[src/rtl/io_fl_pkg.sv]
// Shared definitions for the floating-point I/O controller: word width
// helper and the two-state encoding used by every buffer slot.
package io_fl_pkg;

   // Slot occupancy. Input slots call the occupied state FULL, output
   // slots call it VALID; both share the same encoding.
   typedef enum logic {
      SLOT_EMPTY = 1'b0,
      SLOT_FULL  = 1'b1
   } slot_state_e;

   localparam slot_state_e SLOT_VALID = SLOT_FULL;

   // Processor word width: sign + exponent + mantissa.
   function automatic int fl_w(input int nbmant, input int nbexpo);
      return nbmant + nbexpo + 1;
   endfunction

endpackage

[src/rtl/io_slot_fl.sv]
// Single-entry W-bit buffer with load/drain strobes, a full flag and an
// overwrite-detect output (load arriving while full and not draining).
module io_slot_fl
   import io_fl_pkg::*;
#(
   parameter int W = 23
) (
   input  logic         clk,
   input  logic         rst,
   input  logic         load,
   input  logic         drain,
   input  logic [W-1:0] din,
   output logic [W-1:0] dout,
   output logic         full,
   output logic         ovw
);

   slot_state_e  state_q;
   slot_state_e  state_d;
   logic [W-1:0] data_q;

   // State register.
   // NOTE: sequential state uses non-blocking (<=) so every flop samples
   // pre-edge values regardless of process ordering.
   always_ff @(posedge clk) begin
      if (rst) state_q <= SLOT_EMPTY;
      else     state_q <= state_d;
   end

   // Next state: a load (re)fills the slot and wins over a drain, so a
   // simultaneous drain + load leaves the slot occupied with the new word.
   always_comb begin
      // NOTE: default assignment first so no path leaves state_d unassigned
      // and no latch is inferred.
      state_d = state_q;
      if (load)       state_d = SLOT_FULL;
      else if (drain) state_d = SLOT_EMPTY;
   end

   // Data register: captures the word on every load.
   // NOTE: the data register is reset deliberately; a stale word read from
   // an empty slot must be 0 after reset, not X.
   always_ff @(posedge clk) begin
      if (rst)       data_q <= '0;
      else if (load) data_q <= din;
   end

   // Outputs: occupancy flag and overwrite detection.
   always_comb begin
      full = (state_q == SLOT_FULL);
      ovw  = load & (state_q == SLOT_FULL) & ~drain;
   end

   assign dout = data_q;

endmodule

[src/rtl/io_ctrl_fl.sv]
// Buffered I/O controller for proc_fl. One single-word buffer per input
// address and per output address; turns the processor's req_in/out_en
// strobes into per-slot valid/ready handshakes, reports underrun, overrun
// and bad-address events, and raises itr while masked input data waits.
module io_ctrl_fl
   import io_fl_pkg::*;
#(
   parameter  int                NBMANT = 16,
   parameter  int                NBEXPO = 6,
   parameter  int                NUIOIN = 2,
   parameter  int                NUIOOU = 2,
   parameter  logic [NUIOIN-1:0] ITRMSK = '1,
   localparam int                W      = fl_w(NBMANT, NBEXPO),
   localparam int                AIW    = $clog2(NUIOIN),
   localparam int                AOW    = $clog2(NUIOOU)
) (
   input  logic                 clk,
   input  logic                 rst,
   input  logic [NUIOIN*W-1:0]  src_data,
   input  logic [NUIOIN-1:0]    src_valid,
   output logic [NUIOIN-1:0]    src_ready,
   output logic [W-1:0]         io_in,
   input  logic [AIW-1:0]       addr_in,
   input  logic                 req_in,
   input  logic [W-1:0]         io_out,
   input  logic [AOW-1:0]       addr_out,
   input  logic                 out_en,
   output logic [NUIOOU*W-1:0]  snk_data,
   output logic [NUIOOU-1:0]    snk_valid,
   input  logic [NUIOOU-1:0]    snk_ready,
   output logic                 itr,
   output logic                 in_underrun,
   output logic                 out_overrun,
   output logic                 addr_err
);

   logic [W-1:0]      in_dout  [NUIOIN];
   logic [NUIOIN-1:0] in_full;
   logic [NUIOIN-1:0] in_load;
   logic [NUIOIN-1:0] in_drain;
   logic [NUIOIN-1:0] in_ovw;

   logic [W-1:0]      out_dout [NUIOOU];
   logic [NUIOOU-1:0] out_full;
   logic [NUIOOU-1:0] out_load;
   logic [NUIOOU-1:0] out_drain;
   logic [NUIOOU-1:0] out_ovw;

   logic in_addr_ok;
   logic out_addr_ok;
   logic rd_empty;

   logic itr_q;
   logic underrun_q;
   logic overrun_q;
   logic addr_err_q;

   // Input loads are gated by ready, so a load never meets a read of the
   // same slot; the input-side overwrite flag is structurally zero.
   logic unused_in_ovw;
   assign unused_in_ovw = |in_ovw;

   // Address range decode for both processor ports.
   always_comb begin
      in_addr_ok  = (int'(addr_in)  < NUIOIN);
      out_addr_ok = (int'(addr_out) < NUIOOU);
   end

   // Input slots: producer fills an empty slot, processor read empties it.
   for (genvar i = 0; i < NUIOIN; i++) begin : g_in
      assign in_load[i]  = src_valid[i] & ~in_full[i];
      assign in_drain[i] = req_in & (int'(addr_in) == i) & in_full[i];

      io_slot_fl #(.W(W)) u_slot (
         .clk   (clk),
         .rst   (rst),
         .load  (in_load[i]),
         .drain (in_drain[i]),
         .din   (src_data[i*W +: W]),
         .dout  (in_dout[i]),
         .full  (in_full[i]),
         .ovw   (in_ovw[i])
      );
   end

   // Output slots: processor write fills, consumer handshake drains.
   for (genvar j = 0; j < NUIOOU; j++) begin : g_out
      assign out_load[j]  = out_en & out_addr_ok & (int'(addr_out) == j);
      assign out_drain[j] = out_full[j] & snk_ready[j];

      io_slot_fl #(.W(W)) u_slot (
         .clk   (clk),
         .rst   (rst),
         .load  (out_load[j]),
         .drain (out_drain[j]),
         .din   (io_out),
         .dout  (out_dout[j]),
         .full  (out_full[j]),
         .ovw   (out_ovw[j])
      );

      assign snk_data[j*W +: W] = out_dout[j];
   end

   // Read mux: io_in follows addr_in regardless of req_in; out-of-range
   // addresses read as 0. Also flags a read of an empty in-range slot.
   always_comb begin
      io_in    = '0;
      rd_empty = 1'b0;
      for (int i = 0; i < NUIOIN; i++) begin
         if (int'(addr_in) == i) begin
            io_in    = in_dout[i];
            rd_empty = ~in_full[i];
         end
      end
   end

   // Registered interrupt level and one-cycle event pulses.
   always_ff @(posedge clk) begin
      if (rst) begin
         itr_q      <= 1'b0;
         underrun_q <= 1'b0;
         overrun_q  <= 1'b0;
         addr_err_q <= 1'b0;
      end else begin
         itr_q      <= |(in_full & ITRMSK);
         underrun_q <= req_in & in_addr_ok & rd_empty;
         overrun_q  <= |out_ovw;
         addr_err_q <= (req_in & ~in_addr_ok) | (out_en & ~out_addr_ok);
      end
   end

   assign src_ready   = ~in_full;
   assign snk_valid   = out_full;
   assign itr         = itr_q;
   assign in_underrun = underrun_q;
   assign out_overrun = overrun_q;
   assign addr_err    = addr_err_q;

endmodule

[config.mk]
export PLATFORM = sky130hd
export DESIGN_NAME = io_ctrl_fl
export DESIGN_NICKNAME = d
export VERILOG_FILES = /design/src/rtl/io_fl_pkg.sv /design/src/rtl/io_slot_fl.sv /design/src/rtl/io_ctrl_fl.sv
export SDC_FILE = /design/constraint.sdc
export NUM_CORES = 1
export LEC_CHECK = 0
export CORE_UTILIZATION = 26
export DETAILED_ROUTE_END_ITERATION = 12
export SLEW_MARGIN = 5
export SYNTH_ARGS = -nofsm -noshare
export SYNTH_HDL_FRONTEND = slang
export SYNTH_SLANG_ARGS = --single-unit
export TNS_END_PERCENT = 50
[constraint.sdc]
create_clock -name clk -period 1.6 [get_ports clk]
set_clock_uncertainty 0.15 [all_clocks]
set_input_delay 0.32 -clock clk [delete_from_list [all_inputs] [get_ports clk]]
set_output_delay 0.32 -clock clk [all_outputs]
set_load 0.02 [all_outputs]
* Word level (Yosys, flattened, before mapping)
Cells that the tools add are included.
** Operators by class
- Mux-type cells :: 10
- Bitwise gates (word level) :: 22
- Reduce and logical (&&, ||, !) cells :: 6
** Operators by type and width (number)
- two-way mux 23 bit :: 1
- bitwise AND 1 bit :: 15
- two-way mux 1 bit :: 9
- nonzero test 2 bit :: 4
- inverter 1 bit :: 6
- OR reduction 2 bit :: 2
- inverter 2 bit :: 1
** Storage, ports and cells
- Register bits after elaboration :: 99
- Input bits :: 79
- Output and inout bits :: 77
- Word-level logic and storage cells :: 49

* Longest topological paths before layout
Gate-level depths: netlist of the first run.
- Depth in word-level cells :: 5
- Mapped depth :: 5
- Gate-level depth less buffers :: 3

* Cells and area by module
Synthesis of the first run repeated with hierarchy kept, for this count alone.
** Second synthesis, totals
- Cell total of the unflattened synthesis :: 364
- Area total of the unflattened synthesis :: 4026.4 µm²
** Modules (own cells, without submodules)
- io_slot_fl :: instances 4, cells each 79, area an instance 875.8 µm², sequential area each 480.5 µm²
- io_ctrl_fl :: instances 1, cells each 48, area an instance 523.0 µm², sequential area each 60.1 µm²

* Worst setup path before layout of the first run
No wires, ideal clock.
- Path type :: input-to-output
- Start :: input addr_in
- End :: output io_in[0]
- Arrival time :: 1.110 ns
- Data required time :: 1.130 ns
- Setup slack :: 0.020 ns
- Cell stages on the path :: 3
- Path buffers :: 2
- Cells stage by stage :: buf_2 buf_2 mux2_2
** Between the ends
- Cells in the longest elaborated chain, start to end :: 1
** RTL lines
- start, declared :: RTL line io_ctrl_fl.sv:23 : input logic [AIW-1:0] addr_in,
- two-way mux 23 bit :: RTL line io_ctrl_fl.sv:111 : if (int'(addr_in) == i) begin
- end, declared :: RTL line io_ctrl_fl.sv:22 : output logic [W-1:0] io_in,
No other way between the ends.

* Final worst setup path of the first run
- Start :: input addr_in
- End :: output io_in[2]
Same word-level chain as after synthesis.

==> results_dict.tcl, run 1 <==
set metrics [dict create \
    stdcell_count 799 \
    nets 692 \
    drt_wl_total_um 10900 \
    cts_setup_buffers 0 \
    pwr-share-comb_pct 15.3 \
    wl_per_cell_um 13.7 \
    place_hpwl_um 7900 \
    ys_ff_latch 99 \
    r2r_start "g_in[1].u_slot.full" \
    ys.flop_type "dfxtp_1" \
    via_count 3506 \
    crit_fanout 12 \
    htree_levels 3 \
    p_leak_uw 0.00246 \
    slew_violations 0 \
    max-vdd-ir-drop_mv 0.850 \
    place_ws_ns -0.797 \
    die-height_um 122 \
    yosysWarnings 0 \
    p_sw_uw 1480 \
    antenna_found_initial 0 \
    ant_nets 0 \
    hold_end "itr" \
    powerDensity_nw_per_um2 1050 \
    hold_viol 0 \
    clock_latency_ns 0.34 \
    synth_area_um2 3740 \
    layout_commonest_cell "nand2_1" \
    r2r_setup_slack_ns 0.41 \
    drt_iter0_markers 165 \
    start_util_pct 26.8 \
    tns_ns 0 \
    clkPwrFrac_pct 40.1 \
    drc 0 \
    die_area_um2 14900 \
    setup_viol 0 \
    numCtsBuffers 9 \
    dp.cells 781 \
    clk_path_buf_depth 2 \
    r2r-end "g_in[1].u_slot.dout[20]" \
    period_share_pct 98.8 \
    cts_root_buf "clkbuf_16" \
    core_um2 13900 \
    rows 43 \
    min_period_ns 1.58 \
    worst_slack_ns 0.0197 \
    p_int_uw 4500 \
    place.gp.congestion 0.791 \
    grt_pass1_vias 3433 \
    rsz0062_at_grt "true" \
    synth_edf_count 0 \
    min_path_cells 2 \
    n_fill_cell 1433 \
    fin_util_pct 40.9 \
    hold_start "rst" \
    synthCells 461 \
    layout_common_cells "186 x nand2_1, 98 x dfxtp_1, 97 x a21oi_1" \
    ys_types 19 \
    worst-r2r-cell-count 5 \
    vias_per_cell 4.39 \
    hp-class "in2reg" \
    seq_area_frac_synth_pct 53.0 \
    postSynthAreaPerCell_um2 8.12 \
    maxCapViolations 0 \
    layout-drive-gt1-share_pct 14.9 \
    cts_tree "yes" \
    grt-ovfl-total 0 \
    fmax_mhz 633 \
    cts.clk_slew.worst_paths_ns 0.07 \
    async_reset_ff_share_pct 0 \
    io-pin-count 156 \
    die_x_um 122 \
    status "finished clean" \
    grt.total_usage_pct 14.8 \
    seqPwrFrac_pct 44.6 \
    dr.pass1.iters 4 \
    syn_nets 540 \
    cp.required_ns 1.13 \
    portBuffers 154 \
    syn_to_final_growth_pct 52.3 \
    crit_type "in2out" \
    grt_pass1_wl_um 16800 \
    crit_path_start_kind "input pin" \
    grt_max_degree 45 \
    p_sw_share_pct 24.7 \
    clock_sinks 99 \
    arrival_ns 1.11 \
    cp-end-kind "output port" \
]
[metrics by stage]
step                      area [um2]  total power, uW  hold slack [ns]
after detailed placement        5510             3720            0.297
after global routing            5700             6270            0.103
after CTS                       5700             6070           0.0837
final                           5700             5980           0.0948
after floorplan                 3740             3190            0.283
after global placement          5510             3700            0.293
[cells in the mapped netlist, drive strengths merged (2+ instances only)]
cell type,n,area share (%)
inv,3,0.30
a21oi,97,13
nor2,2,0.20
mux2,23,6.9
nand2,186,19
nor2b,2,0.33
dfxtp,99,53
nand2b,5,0.84
clkbuf,9,0.90
buf,28,4.5
[layout make-up]
type | count | area (um2) | area share, %
repair buffers | 178 | 1590 | 27.9
diodes | 1 | 2.50 | 0.0439
well taps | 180 | 225 | 3.95
inverters | 3 | 11.3 | 0.198
flip-flops and latches | 99 | 1980 | 34.8
multi-input cells | 322 | 1550 | 27.2
clock inverters | 5 | 83.8 | 1.47
clock buffers | 11 | 253 | 4.44
[critical path, cell delays in order]
cell	delay (ns)
buf_4	0.13
buf_12	0.15
mux2_2	0.34
buf_4	0.16
[worst max-delay path by stage]
stage	endpoint	cells past startpoint	startpoint	slack, ns
after floorplan	io_in[0]	3	addr_in	0.02
after global placement	io_in[3]	4	addr_in	-0.77
after detailed placement	io_in[2]	4	addr_in	-0.80
after CTS	src_ready[0]	2	g_in[0].u_slot.full	0.008
after global routing	io_in[5]	2	g_in[1].u_slot.dout[5]	-0.008
final	io_in[2]	4	addr_in	0.02
[power by group through the flow]
stage | combinational (uW) | sequential, uW | clock, uW
4_1_cts | 925 | 2670 | 2480
3_5_place_dp | 993 | 2720 | 0
2_1_floorplan | 410 | 2780 | 0
3_3_place_gp | 980 | 2720 | 0
5_1_grt | 996 | 2680 | 2590
6_report | 916 | 2670 | 2390
[state kept, by name, summed over array words and instances (netlist names)]
name,count
g_out.u_slot.full,2
g_out.u_slot.dout,46
g_in.u_slot.full,2
in_underrun,1
out_overrun,1
itr,1
g_in.u_slot.dout,46
[what timing repair did]
action	CTS	global route
cloned	1	0
hold buffers	0	0
gates resized for setup	153	4
setup endpoints to repair	76	5
[layer usage]
layer / global-route usage [%] / up-vias / part of all wire [%]
met1: 17.1 / 1592 / 43
met4: 4.78 / 0 / 1.2
met5: 0 / - / 0
li1: - / 1785 / -
met3: 6.04 / 11 / 8.1
met2: 24.6 / 118 / 48
[cells by family (layout without fill, tap and decap cells)]
family | Yosys count | after routing | synth area share, %
buffers and inverters | 40 | 197 | 5.75
other | 1 | 2 | 0.100
AO/OA/AOI/OAI | 99 | 99 | 13.3
multiplexers | 24 | 24 | 7.19
AND/OR/NAND/NOR | 198 | 198 | 20.6
flip-flops | 99 | 99 | 53.0
(Power assumes the default switching activity.)
==> run 2, diff against run 1 <==
--- a/config.mk
+++ b/config.mk
@@ -7,4 +7,6 @@
 export LEC_CHECK = 0
+export CAP_MARGIN = 10
 export CORE_UTILIZATION = 26
 export DETAILED_ROUTE_END_ITERATION = 12
+export SETUP_SLACK_MARGIN = 0.3
 export SLEW_MARGIN = 5
==> constraint.sdc (replaced) <==
create_clock -name clk -period 1.6 [get_ports clk]
set_clock_uncertainty 0.15 [all_clocks]
set_input_delay 0.24 -clock clk [delete_from_list [all_inputs] [get_ports clk]]
set_output_delay 0.24 -clock clk [all_outputs]
set_load 0.02 [all_outputs]
==> results_dict.tcl, run 2 (synthesized netlist as in run 1, its figures left out) <==
set metrics [dict create \
    antennaDiodeCount 0 \
    fin_util_pct 42.2 \
    vias_per_cell 4.48 \
    cts_tree "yes" \
    crit_type "reg2out" \
    maxCapViolations 0 \
    dr.pass1.iters 4 \
    endpoint "io_in[1]" \
    rows 43 \
    fmax_mhz 686 \
    crit_path_start_kind "flop" \
    worst-r2r-cell-count 4 \
    place_ws_ns -0.656 \
    cts_root_buf "clkbuf_16" \
    grt_max_degree 25 \
    layout_commonest_cell "nand2_1" \
    die_x_um 122 \
    crit_start "g_in[0].u_slot.dout[1]" \
    period_share_pct 91.2 \
    grt.total_usage_pct 15.5 \
    drt_iter0_markers 135 \
    clock_latency_ns 0.34 \
    drt_wl_total_um 11400 \
    status "finished clean" \
    powerDensity_nw_per_um2 1020 \
    cp.required_ns 1.21 \
    r2r-end "g_in[1].u_slot.dout[3]" \
    dp.cells 781 \
    grt_pass1_wl_um 17400 \
    core_um2 13900 \
    nets 693 \
    place_hpwl_um 8130 \
    place.gp.congestion 0.736 \
    hp-class "in2reg" \
    crit_fanout 2 \
    portBuffers 154 \
    layout-drive-gt1-share_pct 25.9 \
    wl_per_cell_um 14.3 \
    r2r_setup_slack_ns 0.37 \
    cts.clk_slew.worst_paths_ns 0.07 \
    clock_sinks 99 \
    tns_ns 0 \
    setup_viol 0 \
    cp-end-kind "output port" \
    worst_slack_ns 0.141 \
    p_leak_uw 0.00249 \
    min_period_ns 1.46 \
    slew_violations 0 \
    r2r_start "g_in[1].u_slot.full" \
    ant_nets 0 \
    n_fill_cell 1377 \
    htree_levels 3 \
    antenna_found_initial 0 \
    via_count 3572 \
    io-pin-count 156 \
    max-vdd-ir-drop_mv 0.714 \
    numCtsBuffers 9 \
    syn_to_final_growth_pct 57.3 \
    drc 0 \
    rsz0062_at_grt "true" \
    die_area_um2 14900 \
    clk_path_buf_depth 2 \
    start_util_pct 26.8 \
    hold_viol 0 \
    arrival_ns 1.07 \
    grt_pass1_vias 3445 \
    die-height_um 122 \
    layout_common_cells "186 x nand2_1, 97 x a21oi_1, 76 x clkdlybuf4s50_1" \
    grt-ovfl-total 0 \
    stdcell_count 798 \
]
run 2: where the power goes:
group / total (uW) / leakage (uW) / internal, uW / switching (uW)
registers: 2680 / 0.000826 / 2610 / 73.9
clock network: 2290 / 0.000154 / 1400 / 893
logic: 1020 / 0.00151 / 520 / 496
run 2: per-stage QoR:
step                      total power [uW]  hold WS, ns  area (um2)
after global routing                  6280        0.109        5880
after floorplan                       3190        0.226        3750
after global placement                3730        0.291        5550
after detailed placement              3740        0.297        5550
final                                 5990        0.124        5880
after CTS                             6080        0.113        5920
run 2: routing by layer:
metal  track usage, %  up-vias  wire, um
li1                 -     1785         -
met4             4.48        0       131
met3             7.77       10      1090
met1             16.4     1652      4540
met5                0        -         0
met2             26.7      125      5660
run 2: final cells by class:
cell class,count,area [um2],area share [%]
Sequential cell,99,2030,34.4
Timing Repair Buffer,179,1680,28.5
Multi-Input combinational cell,322,1630,27.7
Clock buffer,10,239,4.06
Tap cell,180,225,3.83
Clock inverter,5,77.6,1.32
Inverter,3,11.3,0.191
run 2: repair_timing:
| item | CTS | global route |
|---|---|---|
| pin swaps | 0 | 0 |
| hold buffers | 0 | 0 |
| resized for setup | 297 | 48 |
| endpoints found under the setup margin | 79 | 79 |
| buffers inserted | 1 | 0 |
| cloned | 1 | 0 |
run 2: worst min-delay path by stage:
stage | endpoint | cells past startpoint | from
CTS | g_out[1].u_slot.dout[8] | 2 | rst
finish | g_out[1].u_slot.dout[8] | 2 | rst
global route | g_out[1].u_slot.dout[8] | 2 | rst
floorplan | g_in[0].u_slot.dout[0] | 2 | src_data[0]
detailed placement | g_out[0].u_slot.dout[21] | 2 | g_out[0].u_slot.dout[21]
global placement | g_out[1].u_slot.dout[18] | 2 | g_out[1].u_slot.dout[18]
run 2: worst max-delay path: stages (launching register included):
cell,delay [ns]
dfxtp_2,0.32
mux2_4,0.27
buf_6,0.13
==> run 3, diff against run 2 <==
Settings changed: CORE_MARGIN set to 1.5, CORE_UTILIZATION 26 to 43, PLACE_DENSITY set to 0.81.
==> results_dict.tcl, run 3 (synthesized netlist as in run 1, its figures left out) <==
set metrics [dict create \
    layout_common_cells "186 x nand2_1, 97 x a21oi_1, 76 x clkdlybuf4s50_1" \
    powerDensity_nw_per_um2 937 \
    clkPwrFrac_pct 30.2 \
    clock_latency_ns 0.35 \
    crit_fanout 2 \
    start_util_pct 44.9 \
    wl_per_cell_um 14.7 \
    maxCapViolations 0 \
    io-pin-count 156 \
    cp-end-kind "output port" \
    seqPwrFrac_pct 50.7 \
    status "finished clean" \
    core_um2 8340 \
    grt_pass1_wl_um 16700 \
    fin_area_um2 5650 \
    drc 0 \
    dr.pass1.iters 4 \
    antenna_found_initial 0 \
    cp.required_ns 1.21 \
    clock_sinks 99 \
    crit_start "g_in[1].u_slot.dout[19]" \
    r2r_start "g_in[1].u_slot.full" \
    p_sw_share_pct 25.8 \
    die_x_um 96.3 \
    rsz0062_at_grt "true" \
    hp-class "in2reg" \
    htree_levels 3 \
    vias_per_cell 4.97 \
    p_sw_uw 1360 \
    hold_slack_ns 0.0552 \
    pwr-share-comb_pct 19.1 \
    place.gp.congestion 0.730 \
    grt.total_usage_pct 23.5 \
    max-vdd-ir-drop_mv 0.643 \
    hold_viol 0 \
    grt-ovfl-total 0 \
    p_int_uw 3930 \
    r2r_setup_slack_ns 0.33 \
    hold_start "rst" \
    dpl_cell_area_um2 5460 \
    syn_to_final_growth_pct 50.9 \
    portBuffers 154 \
    drt_wl_total_um 10700 \
    layout-drive-gt1-share_pct 25.9 \
    period_share_pct 92.1 \
    rows 33 \
    grt_pass1_vias 3652 \
    place_hpwl_um 7520 \
    p_leak_uw 0.00242 \
    via_count 3608 \
    arrival_ns 1.08 \
    slew_violations 0 \
    cts_tree "yes" \
    drt_iter0_markers 64 \
    nets 696 \
    die_area_um2 9270 \
    fmax_mhz 679 \
    grt_max_degree 55 \
    die-height_um 96.3 \
    cts.clk_slew.worst_paths_ns 0.09 \
    setup_viol 0 \
    min_period_ns 1.47 \
    antennaDiodeCount 0 \
    clk_path_buf_depth 2 \
    tns_ns 0 \
    fin_util_pct 67.7 \
    layout_commonest_cell "nand2_1" \
    crit_path_start_kind "flop" \
    numCtsBuffers 9 \
    crit_type "reg2out" \
    ant_nets 0 \
    cts_root_buf "clkbuf_8" \
]
-- run 3: cell count changes in the layout (fill, tap and decap cells not counted), moves of 2 or more --
cell | before | now
mux2_4 | 21 | 12
dfxtp_1 | 63 | 68
dlygate4sd2_1 | 21 | 16
buf_2 | 16 | 22
clkbuf_8 | 1 | 11
dfxtp_2 | 36 | 30
mux2_2 | 2 | 11
clkbuf_1 | 0 | 2
clkbuf_16 | 9 | 0
-- run 3: power groups by stage --
stage	combinational, uW	sequential (uW)	clock [uW]
after global routing	1090	2690	1720
after floorplan	414	2780	0
after detailed placement	1000	2730	0
after CTS	1010	2680	1620
final	1010	2680	1600
after global placement	980	2720	0
-- run 3: worst max-delay path, stage by stage, from the launching register on --
cell	delay [ns]
dfxtp_2	0.34
mux2_4	0.26
buf_6	0.13
-- run 3: final cells by class --
class / instances / area (um2)
clock buffers: 13 / 159
clock inverters: 2 / 35.0
fillers: 698 / 2700
inverters: 3 / 11.3
multi-input cells: 322 / 1590
flip-flops and latches: 99 / 2020
well taps: 105 / 131
repair buffers: 182 / 1690
-- run 3: metal layers --
metal	wire length, um	part of all wire (%)	GRT usage (%)
met4	119	1.1	7.35
met2	5420	51	43.1
met3	1030	9.7	9.16
met1	4100	38	24.2
met5	0	0	0
-- run 3: path summary, 6_finish.rpt --
path	end	cells past startpoint
hold reg to reg	g_out[1].u_slot.dout[11]	2
hold / removal	g_in[0].u_slot.dout[21]	2
setup / recovery	io_in[19]	2
setup reg to reg	g_in[1].u_slot.dout[22]	4
-- run 3: timing repair --
action / 4_1_cts / 5_1_grt
endpoints found under the setup margin: 79 / 89
gates cloned: 1 / 0
hold buffers: 0 / 0
setup buffers: 3 / 3
resized for setup: 289 / 56
-- run 3: through the flow --
stage               setup slack [ns]  power (uW)  std cells
floorplan                      0.250        3190        461
global placement              -0.608        3700        704
detailed placement            -0.643        3730        704
CTS                            0.110        5310        723
global route                  0.0908        5510        726
finish                         0.126        5290        726
